--- src/rtl/tomasulo_pkg.sv ---
// Shared types and defaults for the Tomasulo front end.
package tomasulo_pkg;

    localparam int XLEN              = 32;
    localparam int IFQ_DEPTH_DEFAULT = 4;

    typedef struct packed {
        logic [31:0] pc;
        logic [31:0] instr;
    } fetch_entry_t;

endpackage

--- src/rtl/instr_fetch_queue.sv ---
// Fetch-to-issue decoupling FIFO of {pc, instr} pairs with flush and almost_full.
// Define IFQ_BYPASS_EN to let an empty queue pass fetch straight to issue in the same cycle.
module instr_fetch_queue
    import tomasulo_pkg::*;
#(
    parameter int DEPTH     = IFQ_DEPTH_DEFAULT,
    parameter int AF_MARGIN = 1
) (
    input  logic                    clk,
    input  logic                    reset,
    input  logic                    flush,
    input  logic                    fetch_valid,
    input  logic [XLEN-1:0]         fetch_pc,
    input  logic [XLEN-1:0]         fetch_instr,
    output logic                    fetch_ready,
    output logic                    almost_full,
    output logic                    issue_valid,
    output logic [XLEN-1:0]         issue_pc,
    output logic [XLEN-1:0]         issue_instr,
    input  logic                    issue_stall,
    output logic [$clog2(DEPTH):0]  count
);

    localparam int PW = $clog2(DEPTH);
    localparam int CW = PW + 1;
    localparam logic [CW-1:0] FULL_CNT = CW'(DEPTH);
    localparam logic [CW-1:0] AF_CNT   = CW'(DEPTH - AF_MARGIN);

    fetch_entry_t  entries_q [DEPTH];
    fetch_entry_t  head;
    fetch_entry_t  fetch_entry;
    logic [PW-1:0] rd_ptr_q, rd_ptr_d;
    logic [PW-1:0] wr_ptr_q, wr_ptr_d;
    logic [CW-1:0] count_q, count_d;
    logic          head_valid;
    logic          bypass;
    logic          enq, deq;
    logic          write_en, pop_en;

    assign fetch_entry = '{pc: fetch_pc, instr: fetch_instr};
    assign head        = entries_q[rd_ptr_q];
    assign head_valid  = (count_q != '0);

`ifdef IFQ_BYPASS_EN
    assign bypass = (count_q == '0) & fetch_valid & ~flush;
`else
    assign bypass = 1'b0;
`endif

    // Ready depends on occupancy only, so a stall never reaches fetch combinationally.
    assign fetch_ready = (count_q < FULL_CNT);
    assign almost_full = (count_q >= AF_CNT);
    assign count       = count_q;

    assign enq = fetch_valid & fetch_ready & ~flush;
    assign deq = issue_valid & ~issue_stall & ~flush;

    // A bypassed instruction that issues immediately is never stored.
    assign write_en = enq & ~(bypass & deq);
    assign pop_en   = deq & head_valid;

    always_comb begin
        issue_valid = head_valid | bypass;
        issue_pc    = '0;
        issue_instr = '0;
        if (head_valid) begin
            issue_pc    = head.pc;
            issue_instr = head.instr;
        end else if (bypass) begin
            issue_pc    = fetch_pc;
            issue_instr = fetch_instr;
        end
    end

    always_comb begin
        rd_ptr_d = rd_ptr_q;
        wr_ptr_d = wr_ptr_q;
        count_d  = count_q;
        if (flush) begin
            rd_ptr_d = '0;
            wr_ptr_d = '0;
            count_d  = '0;
        end else begin
            if (write_en) wr_ptr_d = wr_ptr_q + PW'(1);
            if (pop_en)   rd_ptr_d = rd_ptr_q + PW'(1);
            case ({write_en, pop_en})
                2'b10:   count_d = count_q + CW'(1);
                2'b01:   count_d = count_q - CW'(1);
                default: count_d = count_q;
            endcase
        end
    end

    always_ff @(posedge clk or posedge reset) begin
        if (reset) begin
            rd_ptr_q <= '0;
            wr_ptr_q <= '0;
            count_q  <= '0;
        end else begin
            rd_ptr_q <= rd_ptr_d;
            wr_ptr_q <= wr_ptr_d;
            count_q  <= count_d;
        end
    end

    // Entry storage needs no reset: validity is carried by count_q.
    always_ff @(posedge clk) begin
        if (write_en) begin
            entries_q[wr_ptr_q] <= fetch_entry;
        end
    end

    count_bound_a: assert property (@(posedge clk) disable iff (reset) count_q <= FULL_CNT);

endmodule
--- config.mk ---
export PLATFORM = sky130hd
export DESIGN_NAME = instr_fetch_queue
export DESIGN_NICKNAME = d
export VERILOG_FILES = /design/src/rtl/tomasulo_pkg.sv /design/src/rtl/instr_fetch_queue.sv
export SDC_FILE = /design/constraint.sdc
export NUM_CORES = 1
export LEC_CHECK = 0
export CORE_MARGIN = 3
export CORE_UTILIZATION = 49
export CTS_CLUSTER_SIZE = 10
export DETAILED_ROUTE_END_ITERATION = 8
export HOLD_SLACK_MARGIN = 0.05
export PLACE_DENSITY = 0.82
export SLEW_MARGIN = 20
export SYNTH_ARGS = -nofsm -noshare
export SYNTH_HDL_FRONTEND = slang
export SYNTH_SLANG_ARGS = --single-unit
--- constraint.sdc ---
create_clock -name clk -period 2.55 [get_ports clk]
set_input_delay 0.255 -clock clk [delete_from_list [all_inputs] [get_ports clk]]
set_output_delay 0.255 -clock clk [all_outputs]
set_load 0.05 [all_outputs]
==> results of run 1 <==
timing repair:
item | CTS | global route
endpoints found under the hold margin | 7 | 0
setup buffers | 4 | 2
endpoints found under the setup margin | 65 | 34
resized for setup | 2 | 2
hold buffers | 1 | 0
metrics by stage:
step / total power [uW] / util, % / area (um2)
after global placement: 7330 / 60.1 / 12200
after detailed placement: 7380 / 60.1 / 12200
after CTS: 11300 / 64.8 / 13200
after global routing: 11600 / 64.9 / 13200
after floorplan: 6450 / - / 10200
final: 11200 / 64.9 / 13200
worst max-delay path, delay by kind of cell, from the launching register on:
kind | cells | cell delay [ps]
muxes | 1 | 560
DFF | 1 | 530
buffers and inverters | 2 | 380
and+or+nand+nor | 1 | 180
registers in the layout, indices dropped and copies added (netlist names):
register   count
wr_ptr_q       2
entries_q    256
count          3
rd_ptr_q       2
logic make-up (layout without fill, tap and decap cells):
kind of cell / count (synthesis) / count (layout) / share of synthesized area [%]
DFF: 263 / 263 / 77.1
xor gates and xnor gates: 4 / 4 / 0.343
AOI/OAI and AO/OA: 14 / 14 / 0.810
muxes: 64 / 64 / 14.1
buffers and inverters: 31 / 226 / 1.63
adders and majority gates: 5 / 5 / 0.687
and+or+nand+nor: 89 / 89 / 5.30
area by class of cell:
cell class | count | area (um2)
timing repair buffer | 164 | 1910
multi-input combinational | 176 | 2180
clock inverter | 1 | 30.0
clock buffer | 55 | 876
sequential | 263 | 7870
tap | 270 | 338
fill | 1315 | 7140
inverter | 6 | 22.5
cell usage after synthesis:
cell type	instances	share of area (%)
a31oi_1	1	0.061
a211oi_1	1	0.074
inv_1	6	0.22
o32ai_1	1	0.086
and2_1	4	0.25
nor4_1	2	0.12
ha_1	4	0.49
fa_1	1	0.20
a21oi_1	4	0.20
buf_6	4	0.44
nor3b_1	2	0.15
nand2_1	6	0.22
o211ai_1	1	0.074
a22oi_1	1	0.074
nand2b_1	1	0.061
mux4_2	64	14
nand3b_1	1	0.074
clkbuf_1	9	0.33
dfrtp_1	7	1.7
nor2b_1	65	4.0
o21ai_0	5	0.25
buf_4	2	0.15
nor2_1	6	0.22
buf_2	10	0.49
nor3_4	1	0.16
or3_1	1	0.061
xnor2_1	4	0.34
edfxtp_1	256	75
routing by layer:
layer / track usage, % / routed length, um
met5: 0 / 13
met4: 4.39 / 309
met3: 3.34 / 1530
met2: 29.5 / 10200
met1: 26.9 / 8520
worst paths after layout:
check,depth (start not counted),endpoint,startpoint
min,1,entries_q[3][63]$_DFFE_PP_,fetch_pc[31]
max reg2reg,4,entries_q[0][31]$_DFFE_PP_,count[2]$_DFFE_PP0P_
max in group asynchronous,3,rd_ptr_q[0]$_DFFE_PP0P_,reset
max,4,issue_pc[27],rd_ptr_q[0]$_DFFE_PP0P_
min reg2reg,2,wr_ptr_q[1]$_DFFE_PP0P_,wr_ptr_q[1]$_DFFE_PP0P_
min in group asynchronous,3,count[2]$_DFFE_PP0P_,reset
power by group through the flow:
stage	Clock [uW]	Combinational [uW]	Sequential (uW)
3_5_place_dp	0	2300	5080
3_3_place_gp	0	2270	5060
4_1_cts	3960	2350	4980
6_report	3890	2350	4970
5_1_grt	4160	2460	4980
2_1_floorplan	0	1410	5050
==> impl_metrics.toml, run 1 <==
[layout]
final_cell_count_no_fill = 935
diodes = 0
area_growth_pct = 29.7
drive_above_1_share_pct = 29.2
nets = 715
layout_commonest_cell = "edfxtp_1"
final_cell_mix = "256 x edfxtp_1, 73 x clkdlybuf4s50_1, 65 x nor2b_1, 64 x mux4_2, 50 x buf_4"

[yosys]
syn_inst = 470
ys_seq_elements = 263
yosysSeqAreaShare_pct = 77.1
ys_types = 28
yosys_warnings = 0
syn-num-nets = 544
synth_area_mm2 = 0.0102
avgSynthCellArea_um2 = 21.7

[sta]
relSlewSlack_pct = 67.0
hold_viol = 0
whs_ps = 364
period_share_pct = 95.9
layout_setup_ws_ps = 103
fin_crit_ps = 2450
rsz0062_at_grt = "true"
maxSlewViolCount = 0
setup_viol = 0
tns_ps = 0
max_slew.worst_pin.slew_ps = 494
fin_worst_skew_ps = 4.79
timing.fmax_mhz = 409

[die]
die_w_um = 150
rows = 52
start_util_pct = 50.1
die_h_um = 150
core-area_mm2 = 0.0204
ioPinCount = 139
dieArea_mm2 = 0.0226

[pwr]
ir_drop_mv = 0.688
power_frac_seq_pct = 44.4
comb_power_share_pct = 20.9
pwr-share-clk_pct = 34.7
p_int_uw = 8250
powerDensity_mw_per_mm2 = 847
p_leak_uw = 0.00434
p_sw_share_pct = 26.4
netSwitchingPower_uw = 2960

[worst_setup_path]
startpoint_type = "register"
cp_slowest_cell = "mux4_2"
path_max_fanout = 15
required_ps = 2300
slowest_delay_ps = 560
worstPathArrival_ps = 2190
path_cells = "buf_12, mux4_2, nor2b_1, buf_6"
crit_type = "reg2out"
endpoint_kind = "primary output"
r2r_slack_ps = 500

[route]
totalWireLength_um = 20600
antenna_left = 0
post-route-drc-count = 0
route.vias.total = 5171
via_per_inst = 5.53
drtIter0Drc = 471
routedWlPerCell_um = 22.0
drt_first_pass_iters = 5

[outcome]
status = "finished clean"

[cts]
ctsHtreeMaxLevel = 1
cts.sinks = 263
cts_root_buffer = "clkbuf_16"
path_clk_slew_ps = 60
clk_path_buf_depth = 3
cts_tree = "done"
cts-buffers-inserted = 30
clk_latency_ps = 520

[global_route]
grt_pass1_wl_um = 31700
grt_max_degree = 69
grt_use_total_pct = 18.4
overflow = 0
grt_pass1_vias = 5515
antenna_found_initial = 1

[place]
dp_slack_ps = 201
gp_congestion = 0.750
place_hpwl_um = 12600
port_buffers = 138
dpl.cell_count = 872

[flow_run]
cap_viol_max_count = 0

[worst_hold_path]
hp-class = "in2reg"
Power figures use the tool's default switching activity.
==> inputs of run 2 (changes only) <==
--- a/config.mk
+++ b/config.mk
@@ -11,6 +11,7 @@
 export DETAILED_ROUTE_END_ITERATION = 8
 export HOLD_SLACK_MARGIN = 0.05
 export PLACE_DENSITY = 0.82
+export SETUP_SLACK_MARGIN = 0.1
 export SLEW_MARGIN = 20
 export SYNTH_ARGS = -nofsm -noshare
 export SYNTH_HDL_FRONTEND = slang
==> run 2 against run 1 <==
Clock power hardly changed. Largest cell class unchanged. Global-route usage about the same. Maximum frequency rose by 0.83%. Design area rose by 3.1%. Sequential power about the same. Worst setup slack better by 20 ps. Clock skew is 4.6 ps higher. Combinational power grew 9.8%. Die area unchanged. Final cell count up 0.96%. Sequential share of layout area decreased by 1.8 points.
==> impl_metrics.toml, run 2 (synthesis results as in run 1) <==
[layout]
diodes = 0
design_area_mm2 = 0.0136
final_cell_mix = "256 x edfxtp_1, 73 x clkdlybuf4s50_1, 64 x mux4_2, 57 x nor2b_1, 39 x buf_12"
largest_reg_flops = 256
top_register = "entries_q"
nets = 724
final.fill_count = 1271
area_growth_pct = 33.6
drive_above_1_share_pct = 31.3
layout_commonest_cell = "edfxtp_1"

[place]
place_hpwl_um = 12600
port_buffers = 138
gp_congestion = 0.750
dpl_cell_area_mm2 = 0.0122

[global_route]
grt_use_total_pct = 18.4
grt_use_met3_pct = 3.34
met1_usage_pct = 26.8
grt_pass1_vias = 5515
antenna_found_initial = 0
overflow = 0
top_usage_layer = "met2"
grt.met2_usage_pct = 29.5
grt_max_degree = 69
grt_pass1_wl_um = 31700

[sta]
setup_viol = 0
rsz0062_at_grt = "true"
hold_viol = 0
maxSlewViolCount = 0
timing.fmax_mhz = 412
max_slew.worst_pin.slew_ps = 494
fin_worst_skew_ps = 9.38
fin_crit_ps = 2430
tns_ps = 0
relSlewSlack_pct = 67.0
period_share_pct = 95.2

[route]
post-route-drc-count = 0
drt_first_pass_iters = 5
routedWlPerCell_um = 22.9
totalWireLength_um = 21600
drtIter0Drc = 503
via_per_inst = 5.57
antenna_left = 0
route.vias.total = 5258

[worst_setup_path]
startpoint_type = "register"
endpoint_kind = "primary output"
path_max_fanout = 5
worstPathArrival_ps = 2170
required_ps = 2300
crit_type = "reg2out"

[die]
die_w_um = 150
die_h_um = 150
dieArea_mm2 = 0.0226
rows = 52
core-area_mm2 = 0.0204
start_util_pct = 50.1
ioPinCount = 139

[cts]
cts_tree = "done"
clk_path_buf_depth = 3
path_clk_slew_ps = 50
cts-buffers-inserted = 30
ctsHtreeMaxLevel = 1
cts_root_buffer = "clkbuf_16"
clk_latency_ps = 530
cts.sinks = 263

[flow_run]
cap_viol_max_count = 0

[pwr]
powerDensity_mw_per_mm2 = 840
ir_drop_mv = 0.687
p_leak_uw = 0.00449

[worst_hold_path]
hp-class = "in2reg"

[outcome]
status = "finished clean"
-- run 2: through the flow --
| step | instances | utilization (%) | power (uW) | hold WS, ps | worst slack, ps |
|---|---|---|---|---|---|
| finish | 944 | 66.9 | 11400 | 367 | 124 |
| global route | 944 | 66.9 | 11800 | 358 | 66.0 |
| CTS | 934 | 64.9 | 11300 | 341 | 62.3 |
| detailed placement | 872 | 60.1 | 7380 | 529 | 201 |
| global placement | 872 | 60.1 | 7330 | 499 | 226 |
| floorplan | 470 | - | 6450 | 58.4 | 100 |
-- run 2: final timing paths --
kind	from	end	slack [ps]	cells after the start
hold reg to reg	wr_ptr_q[1]$_DFFE_PP0P_	wr_ptr_q[1]$_DFFE_PP0P_	610	2
hold / removal	fetch_pc[24]	entries_q[1][56]$_DFFE_PP_	370	1
min in group asynchronous	reset	count[2]$_DFFE_PP0P_	560	3
max in group asynchronous	reset	rd_ptr_q[1]$_DFFE_PP0P_	1740	3
setup / recovery	rd_ptr_q[0]$_DFFE_PP0P_	issue_instr[4]	120	5
setup reg to reg	count[2]$_DFFE_PP0P_	entries_q[0][57]$_DFFE_PP_	460	4
-- run 2: layer usage --
metal | up-vias | share of wire, % | routed length (um)
met2 | 243 | 50 | 10800
li1 | 2260 | - | -
met5 | - | 0 | 0
met4 | 0 | 1.8 | 381
met1 | 2722 | 41 | 8780
met3 | 33 | 7.3 | 1580
-- run 2: repair_timing --
action	in CTS	in global routing
buffers inserted	5	4
hold endpoints to repair	7	0
hold buffers	1	0
cloned	0	6
gates resized for setup	4	56
setup endpoints to repair	65	61
-- run 2: layout make-up --
type                       instances  area, um2  area share (%)
inverter                           6       22.5           0.165
sequential                       263       7870            57.7
clock buffer                      55        876            6.43
tap                              270        338            2.48
multi-input combinational        176       2220            16.3
clock inverter                     1       30.0           0.220
timing repair buffer             173       2270            16.7
-- run 2: worst max-delay path: stages (launching register included) --
cell and delay (ps):
dfrtp_4 460, buf_12 160, buf_4 160, mux4_2 510
nor2b_2 190, buf_6 170
-- run 2: report_power, final --
| group | internal (uW) | switching [uW] |
|---|---|---|
| registers | 4900 | 63.2 |
| logic | 1130 | 1450 |
| clock network | 2380 | 1510 |
==> inputs of run 3 (changes only) <==
--- a/config.mk
+++ b/config.mk
@@ -16,3 +16,4 @@
 export SYNTH_ARGS = -nofsm -noshare
 export SYNTH_HDL_FRONTEND = slang
 export SYNTH_SLANG_ARGS = --single-unit
+export TNS_END_PERCENT = 50
==> run 3 against run 2 <==
First-iteration DRC count decreased by 31%. Worst hold slack got worse by 16 ps. Clock-buffer cell count unchanged. Non-clock buffer count decreased by 1. Die area unchanged. Core utilization decreased by 0.79 points. Wire length decreased by 3.2%. Flip-flop and latch count unchanged. Maximum frequency increased by 0.17%. Largest cell class unchanged. Largest power group unchanged.
==> impl_metrics.toml, run 3 (synthesis results as in run 1) <==
[outcome]
status = "finished clean"

[layout]
nets = 723
fin_util_pct = 66.1
top_register = "entries_q"
layout_commonest_cell = "edfxtp_1"
largest_reg_flops = 256
final_cell_mix = "256 x edfxtp_1, 72 x clkdlybuf4s50_1, 64 x nor2b_1, 64 x mux4_2, 44 x buf_12"
final_cell_count_no_fill = 943
area_growth_pct = 32.1
drive_above_1_share_pct = 30.0
diodes = 0

[sta]
whs_ps = 351
max_slew.worst_pin.slew_ps = 504
timing.fmax_mhz = 413
hold_viol = 0
fin_crit_ps = 2420
tns_ps = 0
setup_viol = 0
layout_setup_ws_ps = 128
period_share_pct = 95.0
relSlewSlack_pct = 66.3
maxSlewViolCount = 0
rsz0062_at_grt = "true"
fin_worst_skew_ps = 9.56

[route]
routedWlPerCell_um = 22.2
totalWireLength_um = 20900
via_per_inst = 5.49
route.vias.total = 5173
drtIter0Drc = 347
antenna_left = 0
post-route-drc-count = 0
drt_first_pass_iters = 6

[pwr]
powerDensity_mw_per_mm2 = 836
p_leak_uw = 0.00444
ir_drop_mv = 0.539

[worst_setup_path]
r2r_cells = 6
startpoint_type = "register"
worstPathArrival_ps = 2170
required_ps = 2300
crit_type = "reg2out"
endpoint_kind = "primary output"
path_max_fanout = 8

[global_route]
grt_use_total_pct = 17.9
grt_pass1_vias = 5509
grt_max_degree = 69
antenna_found_initial = 0
overflow = 0
grt_pass1_wl_um = 30900

[worst_hold_path]
hp-class = "in2reg"
whs_path_depth = 1

[die]
rows = 52
start_util_pct = 50.1
die_h_um = 150
ioPinCount = 139
die_w_um = 150
dieArea_mm2 = 0.0226
core-area_mm2 = 0.0204

[place]
dpl.cell_count = 873
dp_slack_ps = 350
port_buffers = 138
gp_congestion = 0.829
place_hpwl_um = 11900

[cts]
cts.sinks = 263
cts-buffers-inserted = 30
path_clk_slew_ps = 60
ctsHtreeMaxLevel = 1
cts_tree = "done"
cts_root_buffer = "clkbuf_16"
clk_path_buf_depth = 3
clk_latency_ps = 530

[flow_run]
cap_viol_max_count = 0
run 3: path summary, 6_finish.rpt:
kind                       slack (ps)                     from                    endpoint
min in group asynchronous         530                    reset        count[1]$_DFFE_PP0P_
min                               350             fetch_pc[11]  entries_q[1][43]$_DFFE_PP_
min reg2reg                       600  wr_ptr_q[1]$_DFFE_PP0P_     wr_ptr_q[1]$_DFFE_PP0P_
max reg2reg                       570     count[0]$_DFFE_PP0P_        count[2]$_DFFE_PP0P_
max                               130  rd_ptr_q[0]$_DFFE_PP0P_                issue_pc[18]
max in group asynchronous        1760                    reset     rd_ptr_q[1]$_DFFE_PP0P_
run 3: area by class of cell:
class / instances / area [um2]
fill: 1293 / 6900
tap: 270 / 338
sequential: 263 / 7870
inverter: 6 / 22.5
clock buffer: 55 / 866
clock inverter: 1 / 7.51
multi-input combinational: 176 / 2180
timing repair buffer: 172 / 2180
run 3: power by group:
group	switching, uW	internal (uW)	leakage (uW)
clock network	1530	2260	0.000411
registers	63.9	4900	0.00241
logic	1420	1090	0.00161
run 3: metrics by stage:
| step | power, uW | cell area [um2] |
|---|---|---|
| after detailed placement | 7430 | 12300 |
| final | 11300 | 13500 |
| after global placement | 7390 | 12300 |
| after CTS | 11300 | 13200 |
| after floorplan | 6450 | 10200 |
| after global routing | 11600 | 13500 |
run 3: worst max-delay path: stages (launching register included):
cell,delay (ps)
dfrtp_4,460
buf_12,150
clkbuf_16,170
mux4_2,490
nor2b_1,150
buf_4,200
run 3: layer usage:
layer | global-route usage [%] | up-vias | wire (um)
li1 | - | 2250 | -
met1 | 25.1 | 2702 | 8940
met2 | 28.5 | 187 | 10200
met3 | 4.03 | 34 | 1350
met4 | 5.12 | 0 | 391
met5 | 0 | - | 0
run 3: repair_timing:
action / CTS / global route
cloned: 0 / 6
resized for setup: 0 / 13
setup buffers: 3 / 4
hold buffers: 1 / 0
endpoints found under the hold margin: 7 / 0
endpoints found under the setup margin: 53 / 40
